`src/rtl/traffic_light_sequencer.sv`:
```
// Four-way intersection sequencer with pedestrian, night-flash and emergency modes.
// Moore FSM; lamps are registered from next-state so they change on the same edge as state.
module traffic_light_sequencer #(
  parameter int GREEN_T  = 8,
  parameter int YELLOW_T = 3,
  parameter int ALLRED_T = 1,
  parameter int WALK_T   = 6
) (
  input  logic       clk,
  input  logic       rst,
  input  logic [1:0] mode,
  input  logic       tick,
  output logic [2:0] nsLight,
  output logic [2:0] ewLight,
  output logic       walk,
  output logic       pedPending,
  output logic [3:0] state
);

  typedef enum logic [3:0] {
    NS_G     = 4'd0,
    NS_Y     = 4'd1,
    AR1      = 4'd2,
    EW_G     = 4'd3,
    EW_Y     = 4'd4,
    AR2      = 4'd5,
    PED_WALK = 4'd6,
    NIGHT    = 4'd7,
    EMG      = 4'd8
  } state_t;

  localparam logic [1:0] M_NIGHT = 2'b01;
  localparam logic [1:0] M_PED   = 2'b10;
  localparam logic [1:0] M_EMG   = 2'b11;

  // Plain vector so an out-of-range code can exist and be recovered from.
  logic [3:0] cur;
  logic [3:0] cnt;
  logic       flash;
  logic       ped_ret;   // green to resume after a walk phase: 1 = EW, 0 = NS

  state_t     nxt;
  logic       ret_nxt;
  logic       expire;
  logic       emg;
  logic [3:0] cnt_nxt;
  logic       flash_nxt;
  logic       ped_nxt;
  logic [6:0] lamps_nxt;

  function automatic logic [3:0] dur(state_t s);
    case (s)
      NS_G, EW_G: return 4'(GREEN_T - 1);
      NS_Y, EW_Y: return 4'(YELLOW_T - 1);
      AR1, AR2:   return 4'(ALLRED_T - 1);
      PED_WALK:   return 4'(WALK_T - 1);
      default:    return 4'd0;
    endcase
  endfunction

  function automatic logic [6:0] decode(state_t s, logic f);
    case (s)
      NS_G:     return {3'b001, 3'b100, 1'b0};
      NS_Y:     return {3'b010, 3'b100, 1'b0};
      EW_G:     return {3'b100, 3'b001, 1'b0};
      EW_Y:     return {3'b100, 3'b010, 1'b0};
      PED_WALK: return {3'b100, 3'b100, 1'b1};
      NIGHT:    return {(f ? 3'b010 : 3'b000), (f ? 3'b100 : 3'b000), 1'b0};
      default:  return {3'b100, 3'b100, 1'b0};
    endcase
  endfunction

  always_comb begin
    expire  = tick && (cnt == 4'd0);
    emg     = (mode == M_EMG);
    nxt     = state_t'(cur);
    ret_nxt = ped_ret;
    case (cur)
      NS_G:     if (emg || expire) nxt = NS_Y;
      NS_Y:     if (expire) nxt = emg ? EMG : AR1;
      EW_G:     if (emg || expire) nxt = EW_Y;
      EW_Y:     if (expire) nxt = emg ? EMG : AR2;
      AR1, AR2: begin
        if (emg) nxt = EMG;
        else if (expire) begin
          if (pedPending) begin
            nxt     = PED_WALK;
            ret_nxt = (cur == AR1);
          end else if (mode == M_NIGHT) nxt = NIGHT;
          else nxt = (cur == AR1) ? EW_G : NS_G;
        end
      end
      PED_WALK: begin
        if (emg) nxt = EMG;
        else if (expire) nxt = ped_ret ? EW_G : NS_G;
      end
      NIGHT: begin
        if (emg) nxt = EMG;
        else if (mode != M_NIGHT) nxt = AR2;
      end
      EMG:      if (!emg) nxt = AR2;
      default:  nxt = AR2;
    endcase

    if (4'(nxt) != cur)         cnt_nxt = dur(nxt);
    else if (tick && cnt != 0)  cnt_nxt = cnt - 4'd1;
    else                        cnt_nxt = cnt;

    if (nxt == NIGHT && cur != NIGHT) flash_nxt = 1'b1;
    else if (cur == NIGHT && tick)    flash_nxt = ~flash;
    else                              flash_nxt = flash;

    if (nxt == PED_WALK && cur != PED_WALK)  ped_nxt = 1'b0;
    else if (mode == M_PED && cur != PED_WALK) ped_nxt = 1'b1;
    else                                     ped_nxt = pedPending;

    lamps_nxt = decode(nxt, flash_nxt);
  end

  always_ff @(posedge clk) begin
    if (rst) begin
      cur        <= AR2;
      cnt        <= 4'(ALLRED_T - 1);
      flash      <= 1'b1;
      ped_ret    <= 1'b0;
      pedPending <= 1'b0;
      nsLight    <= 3'b100;
      ewLight    <= 3'b100;
      walk       <= 1'b0;
    end else begin
      cur        <= nxt;
      cnt        <= cnt_nxt;
      flash      <= flash_nxt;
      ped_ret    <= ret_nxt;
      pedPending <= ped_nxt;
      nsLight    <= lamps_nxt[6:4];
      ewLight    <= lamps_nxt[3:1];
      walk       <= lamps_nxt[0];
    end
  end

  assign state = cur;

endmodule

```
`config.mk`:
```
export PLATFORM = sky130hd
export DESIGN_NAME = traffic_light_sequencer
export DESIGN_NICKNAME = d
export VERILOG_FILES = /design/src/rtl/traffic_light_sequencer.sv
export SDC_FILE = /design/constraint.sdc
export NUM_CORES = 1
export LEC_CHECK = 0
export ABC_CLOCK_PERIOD_IN_PS = 5000
export BUFFER_PORTS_ARGS = -buffer_cell sky130_fd_sc_hd__buf_2
export CORE_UTILIZATION = 35
export CTS_CLUSTER_SIZE = 24
export DETAILED_ROUTE_END_ITERATION = 6
export PLACE_DENSITY_LB_ADDON = 0.1
export SYNTH_ARGS = -nofsm -noshare
export SYNTH_HDL_FRONTEND = slang
export SYNTH_SLANG_ARGS = --single-unit
```
`constraint.sdc`:
```
create_clock -name clk -period 5 [get_ports clk]
set_clock_uncertainty 0.05 [all_clocks]
set_input_delay 0 -clock clk [delete_from_list [all_inputs] [get_ports clk]]
set_output_delay 0 -clock clk [all_outputs]
set_load 0.01 [all_outputs]
```
==> results of run 1 <==
==> worst max-delay path: cells and delay by family, from the launching register on <==
kind	cells	cell delay (ps)
AOI/OAI and AO/OA	4	1070
and+or+nand+nor	3	890
DFF	1	360
adders and majority gates	1	210
buffers and inverters	1	70
==> cells in the final DEF (no fill, tap or decap), drive strengths merged, types with 2 or more instances in the layout <==
| master | n |
|---|---|
| a211oi | 7 |
| a21o | 2 |
| a21oi | 9 |
| a221oi | 2 |
| a22oi | 2 |
| a2bb2oi | 2 |
| a31oi | 4 |
| and2 | 4 |
| and3 | 4 |
| buf | 16 |
| clkbuf | 4 |
| dfxtp | 18 |
| ha | 2 |
| inv | 9 |
| nand2 | 16 |
| nand2b | 3 |
| nand3 | 3 |
| nor2 | 10 |
| nor2b | 5 |
| nor3 | 6 |
| nor4b | 2 |
| o211ai | 3 |
| o21ai | 10 |
| o2bb2ai | 2 |
| or3 | 2 |
| xnor2 | 2 |
==> sequential cells by signal (all words and copies together), names as in the netlist <==
name / cells
flash: 1
pedPending: 1
ewLight: 3
cnt: 4
nsLight: 3
state: 4
ped_ret: 1
walk: 1
==> cells by family (layout without fill, tap and decap cells) <==
logic type / count (synthesis) / count (layout) / synth area share (%)
xor gates and xnor gates: 3 / 3 / 2.00
adders and majority gates: 2 / 2 / 1.90
and+or+nand+nor: 64 / 64 / 27.8
AOI/OAI and AO/OA: 57 / 57 / 33.9
muxes: 1 / 1 / 0.762
DFF: 18 / 18 / 27.4
buffers and inverters: 17 / 30 / 6.19
==> where the power goes <==
part	internal, µW	leakage, µW	total, µW	switching, µW
Clock	69.9	0.0000288	116	45.7
Sequential	181	0.000148	241	60.0
Combinational	205	0.000405	480	275
Total	456	0.000582	837	381
==> per-layer routing <==
metal / up-vias / wire, µm / global-route usage [%]
met4: 0 / 7 / 0.852
li1: 635 / - / -
met2: 32 / 1490 / 26.9
met5: - / 0 / 0
met1: 617 / 1710 / 26.3
met3: 2 / 147 / 4.71
==> per-stage QoR <==
stage	utilization [%]	hold WS, ps	std cells	total power (µW)
CTS	42.4	82.9	221	836
finish	42.4	82.4	221	837
detailed placement	40.5	230	216	718
global placement	40.5	226	216	720
floorplan	-	16.2	162	620
global route	42.4	89.3	221	912
==> final timing paths <==
path	start	end	depth (start not counted)
worst min-delay path	mode[1]	pedPending	3
worst max-delay path	cnt[1]	ped_ret	9
worst min register to register	ped_ret	ped_ret	2
worst max register to register	cnt[1]	ped_ret	9
==> final cells by class <==
type                    count  area (µm²)
fillers                   383        2000
multi-input cells         127         872
flip-flops and latches     18         360
repair buffers             17        90.1
well taps                  46        57.6
clock buffers               4        55.1
inverters                   9        33.8
==> repair_timing <==
item	CTS	global route
setup endpoints to repair	0	0
hold endpoints to repair	3	0
gates resized for setup	0	0
hold buffers	1	0
==> results.sh, run 1 <==
export IMPL_status="complete, no violations"
export IMPL_diodes=0
export IMPL_routed_wl_um=3360
export IMPL_ys_seq_elements=18
export IMPL_grt_usage_pct=17.8
export IMPL_drive_above_1_share_pct=16.6
export IMPL_clkSinkCount=18
export IMPL_hold_viol_final=0
export IMPL_power_density_nw_per_um2=570
export IMPL_fin_tns_setup_ps=0
export IMPL_placed_area_um2=1400
export IMPL_cts_made_buffers=3
export IMPL_yosysMostFrequentCell="dfxtp_1"
export IMPL_start_util_pct=37.9
export IMPL_htree_levels=1
export IMPL_grt_pass1_wl_um=5730
export IMPL_grt_max_degree=24
export IMPL_worst_pin_slew_ps=693
export IMPL_cpMaxStageDelayCell="a221o_1"
export IMPL_num_rows=21
export IMPL_crit_chain="inv_1, ha_1, and4bb_1, a221o_1, o21ai_2, a21o_1, nand2_1, or3_1, a221oi_2"
export IMPL_rsz0062_at_grt="no"
export IMPL_yosys_warnings=0
export IMPL_path_clk_slew_ps=70
export IMPL_cts_tree="yes"
export IMPL_slew_headroom_pct=53.7
export IMPL_ys_types=58
export IMPL_rrSetupSlack_ps=2250
export IMPL_die_h_um=63.3
export IMPL_place_ws_ps=2310
export IMPL_ant_nets=0
export IMPL_arrival_ps=2880
export IMPL_endpoint_kind="register"
export IMPL_cp_start_kind="register"
export IMPL_antenna_found_initial=0
export IMPL_setup_slack_ps=2250
export IMPL_synthTopCellsByArea="dfxtp_1 (27%), a211oi_1 (4.0%), nand2_1 (4.0%)"
export IMPL_max_vdd_ir_drop_uv=220
export IMPL_coreArea_um2=3470
export IMPL_period_minus_slack_ps=2750
export IMPL_p_leak_uw=0.000582
export IMPL_worstSkewPairLatency_ps=250
export IMPL_die_area_um2=4000
export IMPL_synthCells=162
export IMPL_overflow=0
export IMPL_cpPeakStageDelay_ps=410
export IMPL_synth_edf_count=0
export IMPL_fin_area_um2=1470
export IMPL_grt_pass1_vias=1130
export IMPL_place_gp_congestion=0.879
export IMPL_syn_avg_cell_area_um2=8.11
export IMPL_synthArstFlopShare_pct=0
export IMPL_cp_required_ps=5120
export IMPL_hp_class="in2reg"
export IMPL_post_route_drc_count=0
export IMPL_clockBufferDepth=2
export IMPL_wl_per_cell_um=15.2
export IMPL_maxCapViolCount=0
export IMPL_syn_num_nets=169
export IMPL_max_freq_mhz=363
export IMPL_ys_flop_type="dfxtp_1"
export IMPL_synthesis_area_um2=1310
export IMPL_crit_fanout=11
export IMPL_num_vias=1286
export IMPL_crit_type="reg2reg"
export IMPL_ys_seq_area_share_pct=27.4
export IMPL_yosys_area_top_type_share_pct=27.4
export IMPL_yosysTopAreaCell="dfxtp_1"
export IMPL_slew_violations=0
export IMPL_drt_iter0_markers=57
export IMPL_setup_viol=0
export IMPL_dr_pass1_iters=4
export IMPL_synth_common_cells="dfxtp_1 (18), nand2_1 (14), nor2_1 (10)"
export IMPL_die_x_um=63.3
export IMPL_fin_crit_sh_pct=55.1
export IMPL_viasPerCell=5.82
export IMPL_fin_nets=183
export IMPL_cts_post_setup_buffers_inserted=0
export IMPL_io_pins=17
export IMPL_syn_to_final_growth_pct=11.8
export IMPL_cts_root_buf="clkbuf_8"
export IMPL_hpwl_um=2510
export IMPL_port_buffers=16
Note: power is estimated with default switching activity, not from simulation.
==> run 2, diff against run 1 <==
- ABC_CLOCK_PERIOD_IN_PS: 5000 -> 2350
- clock period: 5 -> 2.35 ns (I/O delays scaled with it)
==> run 2 against run 1 <==
  * Sequential share of layout area shrank 6.1 points
  * Critical path depth shrank 1
  * Final cell count grew 22%
  * Sequential power grew 99%
  * Critical endpoint is now cnt[0]
==> results.sh, run 2 (synthesis results as in run 1) <==
export IMPL_grt_pass1_wl_um=6760
export IMPL_cp_start_kind="register"
export IMPL_wl_per_cell_um=16.0
export IMPL_cts_made_buffers=3
export IMPL_fin_nets=231
export IMPL_drt_iter0_markers=59
export IMPL_fin_crit_sh_pct=98.0
export IMPL_dr_pass1_iters=4
export IMPL_die_h_um=63.3
export IMPL_layout_common_cells="buf_4 (44), buf_2 (16), nand2_1 (13)"
export IMPL_setup_slack_ps=47.2
export IMPL_cts_tree="yes"
export IMPL_place_gp_congestion=0.943
export IMPL_ant_nets=0
export IMPL_num_rows=21
export IMPL_clockBufferDepth=2
export IMPL_io_pins=17
export IMPL_hp_class="in2reg"
export IMPL_power_density_nw_per_um2=1260
export IMPL_endpoint_kind="register"
export IMPL_start_util_pct=37.9
export IMPL_rsz0062_at_grt="yes"
export IMPL_syn_to_final_growth_pct=55.0
export IMPL_die_area_um2=4000
export IMPL_grt_pass1_vias=1417
export IMPL_grt_max_degree=13
export IMPL_cp_required_ps=2490
export IMPL_coreArea_um2=3470
export IMPL_routed_wl_um=4290
export IMPL_rrSetupSlack_ps=50
export IMPL_crit_type="reg2reg"
export IMPL_grt_usage_pct=21.3
export IMPL_hold_viol_final=0
export IMPL_port_buffers=16
export IMPL_reg2reg_from="state[0]"
export IMPL_post_route_drc_count=0
export IMPL_period_minus_slack_ps=2300
export IMPL_n_fill_cell=315
export IMPL_antenna_found_initial=0
export IMPL_num_vias=1501
export IMPL_multi_input_area_um2=1040
export IMPL_hpwl_um=3020
export IMPL_cts_root_buf="clkbuf_8"
export IMPL_setup_viol=0
export IMPL_diodes=0
export IMPL_status="complete, no violations"
export IMPL_timing_rr_end="cnt[0]"
export IMPL_viasPerCell=5.58
export IMPL_max_vdd_ir_drop_uv=565
export IMPL_ff_latch_area_um2=375
export IMPL_place_ws_ps=-137
export IMPL_dp_cells=252
export IMPL_path_clk_slew_ps=70
export IMPL_drive_above_1_share_pct=48.9
export IMPL_p_leak_uw=0.000860
export IMPL_arrival_ps=2440
export IMPL_max_freq_mhz=434
export IMPL_final_common_cell="buf_4"
export IMPL_reg2reg_depth=8
export IMPL_die_x_um=63.3
export IMPL_endpoint="cnt[0]"
export IMPL_worst_pin_slew_ps=605
export IMPL_total_power_uw=2570
export IMPL_overflow=0
export IMPL_maxCapViolCount=0
export IMPL_startpoint="state[0]"
export IMPL_clkSinkCount=18
export IMPL_worstSkewPairLatency_ps=260
export IMPL_slew_headroom_pct=59.3
export IMPL_stdcell_count=269
export IMPL_htree_levels=1
export IMPL_slew_violations=0
export IMPL_crit_fanout=11
==> run 2: metrics by stage <==
step	instance area (µm²)	hold WS, ps	util (%)	TNS (ps)
finish	2040	80.0	58.7	0
floorplan	1310	16.2	-	0
global placement	1690	228	48.6	-327
global route	2040	79.9	58.7	-137
CTS	1870	81.2	53.9	-23.6
detailed placement	1690	233	48.6	-392
==> run 2: worst min path at each step <==
stage	start	endpoint	slack (ps)	cells after the start
2_1_floorplan	rst	ped_ret	20	1
3_3_place_gp	rst	ped_ret	230	2
3_5_place_dp	rst	ped_ret	230	2
4_1_cts	mode[1]	pedPending	80	3
5_1_grt	mode[1]	pedPending	80	3
6_report	mode[1]	pedPending	80	3
==> run 2: worst max-delay path: stages, from the launching register on <==
cell and delay, ps:
dfxtp_4 390, buf_4 140, nand2_1 50, o32ai_1 120, a2111oi_4 510, a211o_1 190
nand2_1 90, or4_4 550, a2bb2oi_2 140
==> run 2: timing repair <==
action / CTS / global route
resized for setup: 19 / 26
pin swaps: 9 / 15
hold buffers: 1 / 0
buffers inserted: 5 / 7
endpoints found under the setup margin: 6 / 10
hold endpoints to repair: 3 / 0
==> run 2: layer usage <==
metal,vias to the layer above,GRT usage [%],share of wire (%)
li1,735,-,-
met1,726,28.2,46
met2,34,36.2,49
met3,6,3.80,3.7
met4,0,3.98,1.3
met5,-,0,0
==> run 2: layout make-up <==
class | count | area share (%)
clock buffers | 4 | 2.70
inverters | 9 | 1.66
multi-input cells | 127 | 51.1
flip-flops and latches | 18 | 18.4
well taps | 46 | 2.83
repair buffers | 65 | 23.3
==> run 2: power breakdown <==
| group | total (µW) | internal, µW | switching (µW) |
|---|---|---|---|
| combinational | 1830 | 938 | 888 |
| sequential | 480 | 399 | 80.9 |
| clock | 260 | 149 | 111 |
| total | 2570 | 1490 | 1080 |
==> run 3, diff against run 2 <==
- ABC_CLOCK_PERIOD_IN_PS: 2350 -> 2700
- clock period: 2.35 -> 2.7 ns (I/O delays scaled with it)
==> run 3 against run 2 <==
  * Via count is 11% lower
  * Sequential share of layout area grew 4.9 points
  * Non-clock buffer count is 41 lower
  * Fmax fell by 11%
  * Critical path depth up 1
  * Cell area fell by 24%
==> results.sh, run 3 (synthesis results as in run 1) <==
export IMPL_max_vdd_ir_drop_uv=467
export IMPL_slew_violations=0
export IMPL_coreArea_um2=3470
export IMPL_worst_pin_slew_ps=637
export IMPL_crit_type="reg2reg"
export IMPL_period_minus_slack_ps=2590
export IMPL_cpMaxStageDelayCell="or4_4"
export IMPL_htree_levels=1
export IMPL_final_core_util_pct=44.6
export IMPL_grt_max_degree=14
export IMPL_num_rows=21
export IMPL_hold_viol_final=0
export IMPL_post_route_drc_count=0
export IMPL_layout_common_cells="dfxtp_1 (18), buf_2 (16), nand2_1 (14)"
export IMPL_clkSinkCount=18
export IMPL_die_x_um=63.3
export IMPL_drive_above_1_share_pct=23.1
export IMPL_cts_tree="yes"
export IMPL_fin_crit_sh_pct=96.0
export IMPL_hpwl_um=2800
export IMPL_cpPeakStageDelay_ps=510
export IMPL_viasPerCell=5.83
export IMPL_final_common_cell="dfxtp_1"
export IMPL_overflow=0
export IMPL_syn_to_final_growth_pct=17.6
export IMPL_port_buffers=16
export IMPL_cp_depth=9
export IMPL_grt_pass1_vias=1209
export IMPL_fin_tns_setup_ps=0
export IMPL_crit_buf_inv=1
export IMPL_die_area_um2=4000
export IMPL_cp_start_kind="register"
export IMPL_reg2reg_depth=9
export IMPL_rsz0062_at_grt="no"
export IMPL_slew_headroom_pct=57.2
export IMPL_cts_root_buf="clkbuf_8"
export IMPL_arrival_ps=2730
export IMPL_path_clk_slew_ps=70
export IMPL_routed_wl_um=3640
export IMPL_power_density_nw_per_um2=1070
export IMPL_n_fill_cell=371
export IMPL_start_util_pct=37.9
export IMPL_diodes=0
export IMPL_fin_nets=190
export IMPL_crit_fanout=11
export IMPL_clockBufferDepth=2
export IMPL_hp_class="in2reg"
export IMPL_critical_path_top_delay_family="simple AND/OR/NAND/NOR gates"
export IMPL_num_vias=1330
export IMPL_cts_post_setup_buffers_inserted=0
export IMPL_grt_pass1_wl_um=5920
export IMPL_worstSkewPairLatency_ps=250
export IMPL_wl_per_cell_um=16.0
export IMPL_antenna_found_initial=0
export IMPL_dr_pass1_iters=4
export IMPL_crit_chain="inv_1, ha_1, and4bb_2, a221o_1, o21ai_2, nor2b_1, o2bb2ai_1, or4_4, a2bb2oi_1"
export IMPL_grt_usage_pct=18.8
export IMPL_status="complete, no violations"
export IMPL_p_leak_uw=0.000617
export IMPL_endpoint_kind="register"
export IMPL_worstHoldPathCells=3
export IMPL_cts_made_buffers=3
export IMPL_io_pins=17
export IMPL_cp_required_ps=2840
export IMPL_max_freq_mhz=386
export IMPL_maxCapViolCount=0
export IMPL_die_h_um=63.3
export IMPL_drt_iter0_markers=50
export IMPL_place_gp_congestion=0.889
export IMPL_setup_viol=0
export IMPL_ant_nets=0
==> run 3: changes by cell type in the layout (fill, tap and decap cells not counted), sizes merged <==
cell  before  now
buf       64   23
==> run 3: final timing paths <==
| check | startpoint | to | slack (ps) |
|---|---|---|---|
| setup / recovery | cnt[0] | cnt[2] | 110 |
| hold / removal | mode[1] | pedPending | 70 |
| setup reg to reg | cnt[0] | cnt[2] | 110 |
| hold reg to reg | ped_ret | ped_ret | 480 |
==> run 3: layout make-up <==
type	count	area [µm²]	area share [%]
Clock buffer	4	55.1	3.56
Multi-Input combinational cell	127	896	58.0
Tap cell	46	57.6	3.72
Sequential cell	18	360	23.3
Timing Repair Buffer	24	143	9.23
Inverter	9	33.8	2.19
==> run 3: where the power goes <==
part / leakage [µW] / internal (µW) / switching (µW)
Clock: 0.0000288 / 130 / 92.3
Combinational: 0.000440 / 437 / 584
Sequential: 0.000148 / 336 / 78.4
==> run 3: routing by layer <==
| layer | share of wire [%] | GRT usage [%] |
|---|---|---|
| met4 | 1.4 | 5.11 |
| met1 | 48 | 25.7 |
| met2 | 46 | 29.6 |
| met3 | 3.8 | 3.99 |
| met5 | 0 | 0 |
==> run 3: worst register-to-register path: stages (launching register included) <==
cell	delay, ps
dfxtp_1	340
inv_1	80
ha_1	240
and4bb_2	330
a221o_1	380
o21ai_2	210
nor2b_1	80
o2bb2ai_1	150
or4_4	510
a2bb2oi_1	140
==> run 3: stage by stage <==
| stage | hold slack, ps | cells | total power [µW] | cell area [µm²] | worst slack [ps] |
|---|---|---|---|---|---|
| after CTS | 63.7 | 228 | 1610 | 1520 | 52.2 |
| after global placement | 230 | 223 | 1380 | 1460 | 181 |
| after floorplan | 16.2 | 162 | 1150 | 1310 | 449 |
| after detailed placement | 237 | 223 | 1380 | 1460 | 79.6 |
| final | 66.3 | 228 | 1660 | 1550 | 108 |
| after global routing | 77.8 | 228 | 1780 | 1550 | 11.2 |
==> run 3: what timing repair did <==
action | CTS | global route
resized for setup | 0 | 6
hold buffers | 1 | 0
endpoints found under the hold margin | 3 | 0
endpoints found under the setup margin | 0 | 5
